<file path="config.mk">
export PLATFORM = sky130hd
export DESIGN_NAME = ro_meas_sequencer_flat
export DESIGN_NICKNAME = d
export VERILOG_FILES = /design/src/rtl/ro_meas_sequencer_if.sv /design/src/rtl/ro_meas_sequencer.sv /design/src/flat_wrapper.sv
export SDC_FILE = /design/constraint.sdc
export NUM_CORES = 1
export LEC_CHECK = 0
export BUFFER_PORTS_ARGS = -buffer_cell sky130_fd_sc_hd__buf_4
export CORE_MARGIN = 2
export CORE_UTILIZATION = 40
export DETAILED_ROUTE_END_ITERATION = 6
export PLACE_DENSITY = 0.72
export SLEW_MARGIN = 20
export SYNTH_ARGS = -nofsm -noshare
export SYNTH_HDL_FRONTEND = slang
export SYNTH_SLANG_ARGS = --single-unit
</file>
<file path="constraint.sdc">
create_clock -name CLK -period 7.99 [get_ports CLK]
set_input_delay 1.1985 -clock CLK [delete_from_list [all_inputs] [get_ports CLK]]
set_output_delay 1.1985 -clock CLK [all_outputs]
set_load 0.01 [all_outputs]
</file>
<file path="src/rtl/ro_meas_sequencer_if.sv">
// rtl/ro_meas_sequencer_if.sv - stream port between the measurement sequencer and the PS data sink
interface ro_meas_sequencer_if;
  logic        data_en;
  logic [31:0] data_out;
  logic        transfer_en;
  logic        transfer_active;

  modport master (output data_en, data_out, transfer_en, input transfer_active);
  modport slave  (input data_en, data_out, transfer_en, output transfer_active);
endinterface

</file>
<file path="src/rtl/ro_meas_sequencer.sv">
// rtl/ro_meas_sequencer.sv - RO measurement sequencer: gating, counter readout streaming, done
// Optional per-round header word: define RO_SEQ_HEADER_EN.
module ro_meas_sequencer #(
  parameter int NUM_RO = 32,
  parameter int SEL_W  = 8
) (
  input  logic                 CLK,
  input  logic                 RESET,
  input  logic                 DECOUPLE,
  input  logic [31:0]          meas_cmd,
  input  logic [31:0]          meas_mode,
  input  logic [31:0]          meas_time,
  input  logic [31:0]          meas_readouts,
  input  logic [31:0]          meas_heatup,
  input  logic [31:0]          meas_cooldown,
  output logic                 ro_enable,
  output logic                 cnt_clear,
  output logic                 cnt_enable,
  output logic [SEL_W-1:0]     cnt_sel,
  input  logic [31:0]          cnt_value,
  ro_meas_sequencer_if.master  strm,
  output logic                 meas_done
);

`ifdef RO_SEQ_HEADER_EN
  localparam logic HDR_EN = 1'b1;
`else
  localparam logic HDR_EN = 1'b0;
`endif

  localparam logic [2:0] S_IDLE     = 3'd0;
  localparam logic [2:0] S_HEATUP   = 3'd1;
  localparam logic [2:0] S_CLEAR    = 3'd2;
  localparam logic [2:0] S_MEASURE  = 3'd3;
  localparam logic [2:0] S_SEL      = 3'd4;
  localparam logic [2:0] S_EMIT     = 3'd5;
  localparam logic [2:0] S_COOLDOWN = 3'd6;
  localparam logic [2:0] S_DONE     = 3'd7;

  localparam logic [SEL_W-1:0] LAST_IDX = SEL_W'(NUM_RO - 1);

  logic [2:0]       state_q, state_d;
  logic             cmd0_q;
  logic             sh_mode_q, sh_mode_d;
  logic [31:0]      sh_time_q, sh_time_d;
  logic [31:0]      sh_rd_q, sh_rd_d;
  logic [31:0]      sh_heat_q, sh_heat_d;
  logic [31:0]      sh_cool_q, sh_cool_d;
  logic [31:0]      cyc_q, cyc_d;
  logic [31:0]      rnd_q, rnd_d;
  logic [SEL_W-1:0] idx_q, idx_d;
  logic             hdr_q, hdr_d;
  logic             data_en_q, data_en_d;
  logic [31:0]      data_out_q, data_out_d;

  logic             start;
  logic             abort;
  logic [31:0]      meas_len;
  logic             unused_bits;

  assign unused_bits = ^{meas_cmd[31:2], meas_mode[31:1]};
  assign start    = meas_cmd[0] & ~cmd0_q;
  assign abort    = meas_cmd[1] | DECOUPLE;
  assign meas_len = (sh_time_q == 32'd0) ? 32'd1 : sh_time_q;

  always_comb begin
    state_d    = state_q;
    sh_mode_d  = sh_mode_q;
    sh_time_d  = sh_time_q;
    sh_rd_d    = sh_rd_q;
    sh_heat_d  = sh_heat_q;
    sh_cool_d  = sh_cool_q;
    cyc_d      = cyc_q;
    rnd_d      = rnd_q;
    idx_d      = idx_q;
    hdr_d      = hdr_q;
    data_en_d  = 1'b0;
    data_out_d = data_out_q;
    if (abort) begin
      state_d = S_IDLE;
      idx_d   = '0;
      hdr_d   = 1'b0;
    end else begin
      case (state_q)
        S_IDLE: if (start) begin
          sh_mode_d = meas_mode[0];
          sh_time_d = meas_time;
          sh_rd_d   = meas_readouts;
          sh_heat_d = meas_heatup;
          sh_cool_d = meas_cooldown;
          rnd_d     = 32'd0;
          idx_d     = '0;
          cyc_d     = 32'd1;
          if (meas_readouts == 32'd0)    state_d = S_DONE;
          else if (meas_heatup == 32'd0) state_d = S_CLEAR;
          else                           state_d = S_HEATUP;
        end
        S_HEATUP: begin
          if (cyc_q == sh_heat_q) state_d = S_CLEAR;
          else                    cyc_d   = cyc_q + 32'd1;
        end
        S_CLEAR: begin
          cyc_d   = 32'd1;
          state_d = S_MEASURE;
        end
        S_MEASURE: begin
          if (cyc_q == meas_len) begin
            state_d = S_SEL;
            idx_d   = '0;
            hdr_d   = HDR_EN;
          end else begin
            cyc_d = cyc_q + 32'd1;
          end
        end
        S_SEL: state_d = S_EMIT;
        // cnt_sel stays on idx_q while stalled, so cnt_value keeps tracking the same counter
        S_EMIT: if (strm.transfer_active) begin
          data_en_d = 1'b1;
          if (hdr_q) begin
            data_out_d = {8'hA5, 8'(NUM_RO), rnd_q[15:0]};
            hdr_d      = 1'b0;
            state_d    = S_SEL;
          end else begin
            data_out_d = cnt_value;
            if (idx_q == LAST_IDX) begin
              idx_d = '0;
              if (rnd_q == sh_rd_q - 32'd1) begin
                state_d = S_DONE;
              end else begin
                rnd_d   = rnd_q + 32'd1;
                cyc_d   = 32'd1;
                state_d = (sh_cool_q == 32'd0) ? S_CLEAR : S_COOLDOWN;
              end
            end else begin
              idx_d   = idx_q + 1'b1;
              state_d = S_SEL;
            end
          end
        end
        S_COOLDOWN: begin
          if (cyc_q == sh_cool_q) state_d = S_CLEAR;
          else                    cyc_d   = cyc_q + 32'd1;
        end
        S_DONE: if (!meas_cmd[0]) state_d = S_IDLE;
        default: state_d = S_IDLE;
      endcase
    end
  end

  always_ff @(posedge CLK or posedge RESET) begin
    if (RESET) begin
      state_q    <= S_IDLE;
      cmd0_q     <= 1'b0;
      sh_mode_q  <= 1'b0;
      sh_time_q  <= 32'd0;
      sh_rd_q    <= 32'd0;
      sh_heat_q  <= 32'd0;
      sh_cool_q  <= 32'd0;
      cyc_q      <= 32'd0;
      rnd_q      <= 32'd0;
      idx_q      <= '0;
      hdr_q      <= 1'b0;
      data_en_q  <= 1'b0;
      data_out_q <= 32'd0;
    end else begin
      state_q    <= state_d;
      cmd0_q     <= meas_cmd[0];
      sh_mode_q  <= sh_mode_d;
      sh_time_q  <= sh_time_d;
      sh_rd_q    <= sh_rd_d;
      sh_heat_q  <= sh_heat_d;
      sh_cool_q  <= sh_cool_d;
      cyc_q      <= cyc_d;
      rnd_q      <= rnd_d;
      idx_q      <= idx_d;
      hdr_q      <= hdr_d;
      data_en_q  <= data_en_d;
      data_out_q <= data_out_d;
    end
  end

  // Gated mode lets the ROs run only while heating or counting
  always_comb begin
    if (sh_mode_q) ro_enable = (state_q == S_HEATUP) || (state_q == S_MEASURE);
    else           ro_enable = (state_q == S_HEATUP) || (state_q == S_CLEAR) ||
                               (state_q == S_MEASURE) || (state_q == S_SEL) ||
                               (state_q == S_EMIT);
  end

  assign cnt_clear        = (state_q == S_CLEAR);
  assign cnt_enable       = (state_q == S_MEASURE);
  assign cnt_sel          = idx_q;
  assign meas_done        = (state_q == S_DONE);
  assign strm.transfer_en = (state_q != S_IDLE) && (state_q != S_DONE);
  assign strm.data_en     = data_en_q;
  assign strm.data_out    = data_out_q;

endmodule

</file>
<file path="src/flat_wrapper.sv">
// flat-port wrapper written by rule: the top's interface ports become plain ports
module ro_meas_sequencer_flat 
#(
  parameter int NUM_RO = 32,
  parameter int SEL_W  = 8
)
  (CLK, RESET, DECOUPLE, meas_cmd, meas_mode, meas_time, meas_readouts, meas_heatup, meas_cooldown, ro_enable, cnt_clear, cnt_enable, cnt_sel, cnt_value, meas_done, strm_data_en, strm_data_out, strm_transfer_en, strm_transfer_active);
  ro_meas_sequencer_if strm_i ();
  input  logic CLK;
  input  logic RESET;
  input  logic DECOUPLE;
  input  logic [31:0] meas_cmd;
  input  logic [31:0] meas_mode;
  input  logic [31:0] meas_time;
  input  logic [31:0] meas_readouts;
  input  logic [31:0] meas_heatup;
  input  logic [31:0] meas_cooldown;
  output logic ro_enable;
  output logic cnt_clear;
  output logic cnt_enable;
  output logic [SEL_W-1:0] cnt_sel;
  input  logic [31:0] cnt_value;
  output logic meas_done;
  output wire logic [$bits(strm_i.data_en)-1:0] strm_data_en;
  output wire logic [$bits(strm_i.data_out)-1:0] strm_data_out;
  output wire logic [$bits(strm_i.transfer_en)-1:0] strm_transfer_en;
  input wire logic [$bits(strm_i.transfer_active)-1:0] strm_transfer_active;
  assign strm_data_en = strm_i.data_en;
  assign strm_data_out = strm_i.data_out;
  assign strm_transfer_en = strm_i.transfer_en;
  assign strm_i.transfer_active = strm_transfer_active;
  ro_meas_sequencer #(.NUM_RO(NUM_RO), .SEL_W(SEL_W)) u_core (.CLK(CLK), .RESET(RESET), .DECOUPLE(DECOUPLE), .meas_cmd(meas_cmd), .meas_mode(meas_mode), .meas_time(meas_time), .meas_readouts(meas_readouts), .meas_heatup(meas_heatup), .meas_cooldown(meas_cooldown), .ro_enable(ro_enable), .cnt_clear(cnt_clear), .cnt_enable(cnt_enable), .cnt_sel(cnt_sel), .cnt_value(cnt_value), .strm(strm_i), .meas_done(meas_done));
endmodule
</file>
==> results of run 1 <==
[layout make-up]
type | instances | area (µm²)
flip-flops and latches | 238 | 5956
repair buffers | 225 | 1693
inverters | 22 | 90.09
clock inverters | 14 | 229.0
fillers | 2983 | 16470
clock buffers | 36 | 750.7
multi-input cells | 996 | 6955
well taps | 442 | 553.0
diodes | 1 | 2.502
[path summary, 6_finish.rpt]
path	cells after the start	endpoint	slack (ps)
max	9	u_core.cyc_q[0]	3540
min	2	u_core.strm.data_out[13]	470
max reg2reg	9	u_core.cyc_q[0]	3540
min reg2reg	2	u_core.strm.data_out[13]	470
max in group asynchronous	3	u_core.strm.data_out[29]	5830
min in group asynchronous	2	u_core.sh_time_q[21]	710
[cells by family (layout without fill, tap and decap cells)]
logic type	after synthesis	after routing
xor+xnor	136	136
compound gates	204	204
other cells	0	1
buf+inv	115	297
fa+ha+maj	4	4
simple gates	519	519
flops	238	238
mux	133	133
[metal layers]
layer	part of all wire [%]	wire length (µm)
met5	0	0
met2	47	17310
met4	3.0	1103
met3	7.5	2805
met1	43	15970
[metrics by stage]
| stage | utilization (%) | power [W] | worst slack, ps | hold WS, ps | cells |
|---|---|---|---|---|---|
| final | 49.63 | 0.004727 | 3543 | 473.8 | 1974 |
| after CTS | 49.59 | 0.004739 | 3597 | 478.4 | 1972 |
| after detailed placement | 46.59 | 0.003365 | 3611 | 463.2 | 1922 |
| after floorplan | - | 0.002947 | 260.1 | 469.7 | 1349 |
| after global placement | 46.57 | 0.003310 | 3637 | 460.1 | 1922 |
| after global routing | 49.63 | 0.004980 | 3246 | 502.7 | 1974 |
[where the power goes]
part / total [W] / leakage (nW) / switching (W) / internal (W)
clock: 0.00135 / 0.473 / 0.000526 / 0.000827
combinational: 0.00126 / 3.59 / 0.000562 / 0.000702
sequential: 0.00211 / 3.04 / 0.000528 / 0.00158
[critical path: stages, from the launching register on]
cell and delay [ps]:
dfrtp_1 490, nor4_4 490, nand4_1 450, or4_1 600, a22o_1 270, nor4_4 320, nand4_4 220, o21ai_2 710
a21oi_2 420, mux2_2 380
[cell usage after synthesis, types with 12 or more instances]
library cell  number  area, µm²
nand4_1           38      237.7
mux2_2           125       1408
nor4_1            67      419.2
xor2_1            97      849.6
o21a_1            14      105.1
nor2_1            40      150.1
clkbuf_1          78      292.8
o31ai_1           20      150.1
nand3_1           49      245.2
and3_1            25      156.4
inv_1             21      78.83
a21oi_1           19      95.09
nand2b_1          12      75.07
nand2_1          175      656.9
xnor2_1           39      341.6
o21ai_0           41      205.2
a31oi_1           32      200.2
nor3_1            25      125.1
dfrtp_1          238       5956
or4_1             31      232.7
[registers in the layout (all words and copies together), names as in the netlist, 3 cells and up]
register              flops
u_core.cyc_q             32
u_core.rnd_q             32
u_core.sh_cool_q         32
u_core.sh_heat_q         32
u_core.sh_rd_q           32
u_core.sh_time_q         32
u_core.strm.data_out     32
u_core.cnt_sel            8
u_core.state_q            3
==> flow_summary.toml, run 1 <==
[outcome]
run_status = "finished, final reports clean"

[global_routing]
grt-ovfl-total = 0
grt_antenna_before_repair = 1
busiest_layer = "met2"
grt_pass1_wl_mm = 59.42
grtUsageMet3_pct = 3.122
met2_usage_pct = 33.89
grt_pass1_vias = 10964
gr-usage-met1_pct = 28.29
grt.total_usage_pct = 20.68
grt_max_degree = 95

[synthesis]
synth_compound_area_share_pct = 10.76
synth-edff-count = 0
synth_fa_ha_area_share_pct = 0.3744
syn_avg_cell_area_um2 = 9.909
synth_area_mm2 = 0.01337
synth.distinct_cells = 75
synth_top_family_by_area = "simple AND/OR/NAND/NOR gates"
synthArstFlopShare_pct = 100.0
syn_nets = 1581
ys_ff_latch = 238
synth_xor_area_share_pct = 8.911
yosys_warnings = 0
synth-simple-area-share_pct = 20.73
syn_inst = 1349
synthFlopType = "dfrtp_1"
synth_mux_area_share_pct = 11.13
synth_seq_area_share_pct = 44.56

[detailed_routing]
ant_nets = 0
dr.pass1.iters = 5
wl_mm = 37.19
viasPerCell = 5.764
drtIter0Drc = 965
drcViolationCount = 0
routedWlPerCell_um = 18.84
num_vias = 11378

[sta]
finalCriticalPeriod_ps = 4447
rsz0062_at_grt = "no"
setup-tns-final_ps = 0
max_slew.worst_pin.slew_ps = 975.6
maxSlewHeadroom_pct = 34.96
drv_slew = 0
finalCritPeriodShare_pct = 55.66
fin_skew_ps = 20.84
setup_viol = 0
finalHoldViolations = 0
fmax_ghz = 0.2249

[clocking]
cts_setup_buffers = 0
cts.repair.resized = 0
hold_buffers = 0
cts_tree = "done"
cts.sink_count = 238
cts_max_path_buffers = 3
clock-root-buffer = "clkbuf_16"
clk_pin_slew_worst_paths_ps = 60
cts_buffers = 28
cts_max_level = 1
clk_latency_ps = 560

[floorplanning]
rows = 66
die-area_mm2 = 0.03489
io_pins = 274
die_x_um = 186.8
die_h_um = 186.8
start_util_pct = 40.87
core_mm2 = 0.03270

[place]
place_area_mm2 = 0.01524
portBuffers = 212
post-dp-hpwl_mm = 26.03
place.gp.congestion = 0.9187

[layout]
layout_commonest_cell = "dfrtp_1"
syn_to_final_growth_pct = 21.42
final_cell_mix = "238 x dfrtp_1, 224 x buf_4, 175 x nand2_1"
drive_gt1_share_pct = 28.28
stdcell_area_mm2 = 0.01623
nNetsFinal = 1743

[worst_setup_path]
path_class = "reg -> reg"
critPathLaunchType = "flop"
arrival_ps = 4900
critPathLaunch = "u_core.sh_rd_q[2]"
crit_path_end_kind = "flop"
cp_max_fo = 18
crit_required_ps = 8440
r2r_start = "u_core.sh_rd_q[2]"

[power]
powerDensity_mw_per_mm2 = 291.3
leakage_nw = 7.097
peakVddDrop_v = 0.0001662

[flow_run]
cap_viol_max_count = 0

[hold_path]
hp-class = "reg -> reg"
hold_start = "u_core.strm.data_out[13]"
(Power assumes the default switching activity.)
==> run 2, diff against run 1 <==
PLACE_DENSITY = 0.69   (was 0.72)
clock period = 4.2 ns   (was 7.99 ns; I/O delays follow)
==> run 2 against run 1 <==
Effect of this change:
- cell area rose by 1.2%
- non-clock buffer count rose by 12
- hold slack got worse by 290 ps
- global-route usage rose by 0.84 points
- clock-buffer cell count fell by 2
- first-iteration DRC count fell by 24%
- routed wire length rose by 1.4%
- fmax rose by 17%
- die area did not move
- setup slack got worse by 3100 ps
- critical path depth rose by 1
==> flow_summary.toml, run 2 (synthesis gave the netlist of run 1 again) <==
[clocking]
cts.repair.resized = 0
clk_pin_slew_worst_paths_ps = 60
cts.sink_count = 238
clk_latency_ps = 580
cts_max_level = 1
cts_max_path_buffers = 3
cts_tree = "done"
cts_setup_buffers = 0
hold_buffers = 0
cts_buffers = 29
clock-root-buffer = "clkbuf_16"

[detailed_routing]
num_vias = 11235
drcViolationCount = 0
wl_mm = 37.70
dr.pass1.iters = 5
ant_nets = 0
viasPerCell = 5.646
drtIter0Drc = 737
routedWlPerCell_um = 18.95

[power]
p_seq_share_pct = 43.4
leakage_nw = 7.204
powerDensity_mw_per_mm2 = 561.6
combPwrFrac_pct = 26.6
swShare_pct = 34.16
intPower_w = 0.006075
peakVddDrop_v = 0.0003462
clkPwrFrac_pct = 30.0
switchingPower_w = 0.003152

[hold_path]
hold_start = "meas_cmd[0]"
hp-class = "in -> reg"

[sta]
finalCriticalPeriod_ps = 3807
setup-tns-final_ps = 0
fmax_ghz = 0.2627
finalCritPeriodShare_pct = 90.65
finalHoldViolations = 0
maxSlewHeadroom_pct = 36.43
max_slew.worst_pin.slew_ps = 951.6
drv_slew = 0
rsz0062_at_grt = "no"
fin_skew_ps = 14.51
setup_viol = 0
worst_slack_ps = 392.8
whs_ps = 179.4

[place]
place.gp.congestion = 0.9071
dpl_worst_slack_ps = 459.8
portBuffers = 212
post-dp-hpwl_mm = 26.62

[floorplanning]
core_mm2 = 0.03270
die-area_mm2 = 0.03489
die_x_um = 186.8
rows = 66
start_util_pct = 40.87
io_pins = 274
die_h_um = 186.8

[flow_run]
cap_viol_max_count = 0

[global_routing]
grt_pass1_wl_mm = 60.93
grt-ovfl-total = 0
grt.total_usage_pct = 21.52
grt_pass1_vias = 11203
grt_antenna_before_repair = 1
grt_max_degree = 128

[worst_setup_path]
crit_required_ps = 4660
crit_path_end_kind = "flop"
arrival_ps = 4260
r2r_start = "u_core.sh_rd_q[4]"
critPathLaunchType = "flop"
critPathLaunch = "u_core.sh_rd_q[4]"
cpMaxStageDelayCell = "or4_1"
slowest_delay_ps = 730
cp_max_fo = 14
path_cells = "or4_1 > nor3_1 > a31oi_1 > a211oi_1 > o21ai_0 > nand3b_1 > o21a_1 > o21ai_2 > buf_4 > a211o_1"
path_class = "reg -> reg"

[layout]
nNetsFinal = 1756
layout_commonest_cell = "dfrtp_1"
multi_input_area_mm2 = 0.006949
final_cell_mix = "238 x dfrtp_1, 234 x buf_4, 175 x nand2_1"
syn_to_final_growth_pct = 22.92
seq_area_mm2 = 0.005956
fillCellCount = 3027
drive_gt1_share_pct = 29.28

[outcome]
run_status = "finished, final reports clean"
## run 2: cell types whose count changed in the layout (fill, tap and decap cells not counted), sizes merged
cell / before / now
bufinv: 5 / 6
clkinv: 7 / 8
clkinvlp: 2 / 5
clkbuf: 36 / 34
buf: 225 / 237
inv: 22 / 23
## run 2: layout make-up
type                       count  share of cell area [%]
tap                          442                   3.366
multi-input combinational    996                   42.29
antenna                        1                 0.01523
inverter                      22                  0.5254
clock inverter                20                   1.721
timing repair buffer         237                   11.06
clock buffer                  34                   4.775
sequential                   238                   36.25
## run 2: critical path: cells and delay by family (launching register included)
kind | cells | cell delay (ps)
simple gates | 3 | 1560
compound gates | 6 | 1450
flops | 1 | 480
buf+inv | 1 | 200
## run 2: layer usage
metal	routed length [µm]	GRT usage, %
met3	2565	4.683
met2	17560	34.83
met1	16070	28.14
met5	0	0
met4	1512	8.455
## run 2: path summary, 6_finish.rpt
path	end	slack [ps]	cells past startpoint
max in group asynchronous	u_core.sh_cool_q[24]	2880	3
min	u_core.cmd0_q	180	1
max	u_core.cyc_q[31]	390	10
min in group asynchronous	u_core.sh_rd_q[30]	270	2
max reg2reg	u_core.cyc_q[31]	390	10
min reg2reg	u_core.strm.data_out[23]	470	2
## run 2: metrics by stage
| stage | utilization [%] | instances | area (µm²) | total power (W) |
|---|---|---|---|---|
| 3_3_place_gp | 46.97 | 1935 | 15360 | 0.006354 |
| 6_report | 50.24 | 1990 | 16430 | 0.009227 |
| 2_1_floorplan | - | 1349 | 13370 | 0.005607 |
| 5_1_grt | 50.24 | 1990 | 16430 | 0.009759 |
| 3_5_place_dp | 46.97 | 1935 | 15360 | 0.006446 |
| 4_1_cts | 50.24 | 1989 | 16430 | 0.009269 |
## run 2: power groups by stage
stage / registers (W) / logic [W] / clock network (W)
after global placement: 0.00398 / 0.00237 / 0
after floorplan: 0.00357 / 0.00203 / 0
after CTS: 0.00398 / 0.00246 / 0.00282
final: 0.00400 / 0.00246 / 0.00277
after detailed placement: 0.00401 / 0.00244 / 0
after global routing: 0.00411 / 0.00272 / 0.00292
==> run 3, diff against run 2 <==
ABC_AREA = 1   (was default)
==> run 3 against run 2 <==
Effect of this change:
- sequential power decreased by 21%
- largest power group unchanged
- combinational power is 36% lower
- first-iteration DRC count is 9.0% lower
==> flow_summary.toml, run 3 <==
[clocking]
cts.sink_count = 238
clk_latency_ps = 580
cts_max_path_buffers = 3
clock-root-buffer = "clkbuf_16"
clk_pin_slew_worst_paths_ps = 60
cts_buffers = 29
hold_buffers = 0
cts_tree = "done"
cts.repair.resized = 0
cts_max_level = 1
cts_setup_buffers = 0

[layout]
fin_cells = 2544
final_cell_mix = "581 x nand2_1, 270 x nor2_1, 238 x dfrtp_1"
fillCellCount = 3406
syn_to_final_growth_pct = 21.12
nNetsFinal = 2293
layout_commonest_cell = "nand2_1"
seq_area_mm2 = 0.005956
num_antenna_cells = 0
drive_gt1_share_pct = 19.20
multi_input_area_mm2 = 0.007410
stdcell_area_mm2 = 0.01726

[sta]
drv_slew = 0
setup-tns-final_ps = 0
setup_viol = 0
finalCriticalPeriod_ps = 3143
maxSlewHeadroom_pct = 34.74
fmax_ghz = 0.3182
rsz0062_at_grt = "no"
fin_skew_ps = 11.39
max_slew.worst_pin.slew_ps = 969.9
finalCritPeriodShare_pct = 74.83
finalHoldViolations = 0

[power]
powerDensity_mw_per_mm2 = 432.7
peakVddDrop_v = 0.0004022
finalPower_w = 0.007468
leakage_nw = 8.111

[global_routing]
grt_pass1_wl_mm = 65.91
grt-ovfl-total = 0
grt_pass1_vias = 12556
grt_max_degree = 132
grt_antenna_before_repair = 0
grt.total_usage_pct = 22.47

[worst_setup_path]
crit_buf_inv = 2
cpMaxStageDelayCell = "inv_2"
critPathMostFrequentCell = "nand2_1"
arrival_ps = 3610
cp_max_fo = 33
critPathLaunchType = "flop"
critPathLaunch = "u_core.sh_rd_q[4]"
path_cells = "nor2_1 > nand2_1 > nor2_4 > nand2_1 > nor2_1 > nand2_1 > nand2_1 > inv_1 > nand2_1 > nor2_1 > nand2_1 > nor2_2 > nand3_2 > nand2_1 > inv_2 > nand2_4 > nand2_1 > nand2_1"
crit_family = "simple AND/OR/NAND/NOR gates"
slowest_delay_ps = 450
crit_required_ps = 4660
path_class = "reg -> reg"
crit_path_end_kind = "flop"
r2r_start = "u_core.sh_rd_q[4]"

[detailed_routing]
wl_mm = 41.10
drcViolationCount = 0
viasPerCell = 5.033
num_vias = 12805
drtIter0Drc = 671
ant_nets = 0
routedWlPerCell_um = 16.15
dr.pass1.iters = 5

[synthesis]
synth.area.top_cells = "dfrtp_1 42%, nand2_1 15%, nor2_1 7.1%"
syn_inst = 1883
synth_common_cells = "581 x nand2_1, 271 x nor2_1, 238 x dfrtp_1, 138 x inv_1, 85 x xor2_1"
synth-simple-area-share_pct = 32.83
synthArstFlopShare_pct = 100.0
yosysMostFrequentCell = "nand2_1"
synthFlopType = "dfrtp_1"
synth.distinct_cells = 39
yosysTopAreaCell = "dfrtp_1"
synth_mux_area_share_pct = 6.559
synth_xor_area_share_pct = 9.158
syn_nets = 2115
synth_fa_ha_area_share_pct = 0.3512
synth_top_family_by_area = "simple AND/OR/NAND/NOR gates"
syn_avg_cell_area_um2 = 7.568
synth_top_area_share_pct = 41.79
synth_compound_area_share_pct = 2.968
synth-edff-count = 0
ys_ff_latch = 238
synth_area_mm2 = 0.01425
synth_seq_area_share_pct = 41.79
yosys_warnings = 0

[floorplanning]
rows = 69
io_pins = 274
core_mm2 = 0.03531
die-area_mm2 = 0.03715
die_h_um = 192.7
start_util_pct = 40.36
die_x_um = 192.7

[hold_path]
hp-class = "in -> async"

[place]
portBuffers = 212
place_inst = 2491
place.gp.congestion = 0.9254
post-dp-hpwl_mm = 31.22
place_area_mm2 = 0.01621

[outcome]
run_status = "finished, final reports clean"

[flow_run]
cap_viol_max_count = 0
## run 3: changes by cell type in the layout (fill, tap and decap cells not counted), moves of 16 or more
cell	previous run	this run
nand2_1	175	581
or4_1	31	0
nor2_1	39	270
o31ai_1	20	1
nor4_1	67	42
inv_1	19	137
a21oi_1	19	39
mux2_2	125	83
and3_1	25	0
nor3_1	25	57
a31oi_1	32	0
xnor2_1	39	64
nand3_1	49	72
o21ai_0	41	25
## run 3: where the power goes
| part | switching [W] | internal, W | total, W |
|---|---|---|---|
| Clock | 0.00107 | 0.00167 | 0.00274 |
| Sequential | 0.000447 | 0.00271 | 0.00316 |
| Combinational | 0.000807 | 0.000762 | 0.00157 |
| Total | 0.00232 | 0.00515 | 0.00747 |
## run 3: path summary, 6_finish.rpt
kind,slack [ps],endpoint,depth (start not counted)
max,1060,u_core.rnd_q[23],18
max reg2reg,1060,u_core.rnd_q[23],18
min reg2reg,470,u_core.strm.data_out[5],2
min,70,u_core.sh_time_q[25],2
min in group CLK,200,u_core.cmd0_q,1
max in group asynchronous,3100,u_core.sh_heat_q[7],3
## run 3: metrics by stage
step	utilization [%]	setup slack, ps	hold WS, ps
after floorplan	-	450.1	467.1
after global placement	45.91	1161	454.6
after detailed placement	45.91	1070	459.8
after CTS	48.88	1060	71.30
after global routing	48.88	695.1	92.08
final	48.88	1057	72.91
## run 3: area by class of cell
cell class	instances	share of cell area [%]
flip-flops and latches	238	34.51
clock buffers	36	4.647
multi-input cells	1421	42.93
inverters	149	3.262
clock inverters	17	1.435
well taps	461	3.342
repair buffers	222	9.874
## run 3: layer usage
metal / vias to the layer above / part of all wire, % / GRT usage [%]
met5: - / 0 / 0
met4: 0 / 3.0 / 7.017
met3: 67 / 5.9 / 4.037
met2: 370 / 47 / 37.41
met1: 6021 / 44 / 29.64
li1: 6347 / - / -
## run 3: kinds of logic (layout without fill, tap and decap cells)
group	Yosys count	in the layout
compound gates	81	81
xor+xnor	149	149
fa+ha+maj	4	4
buf+inv	224	424
flops	238	238
mux	83	83
simple gates	1104	1104
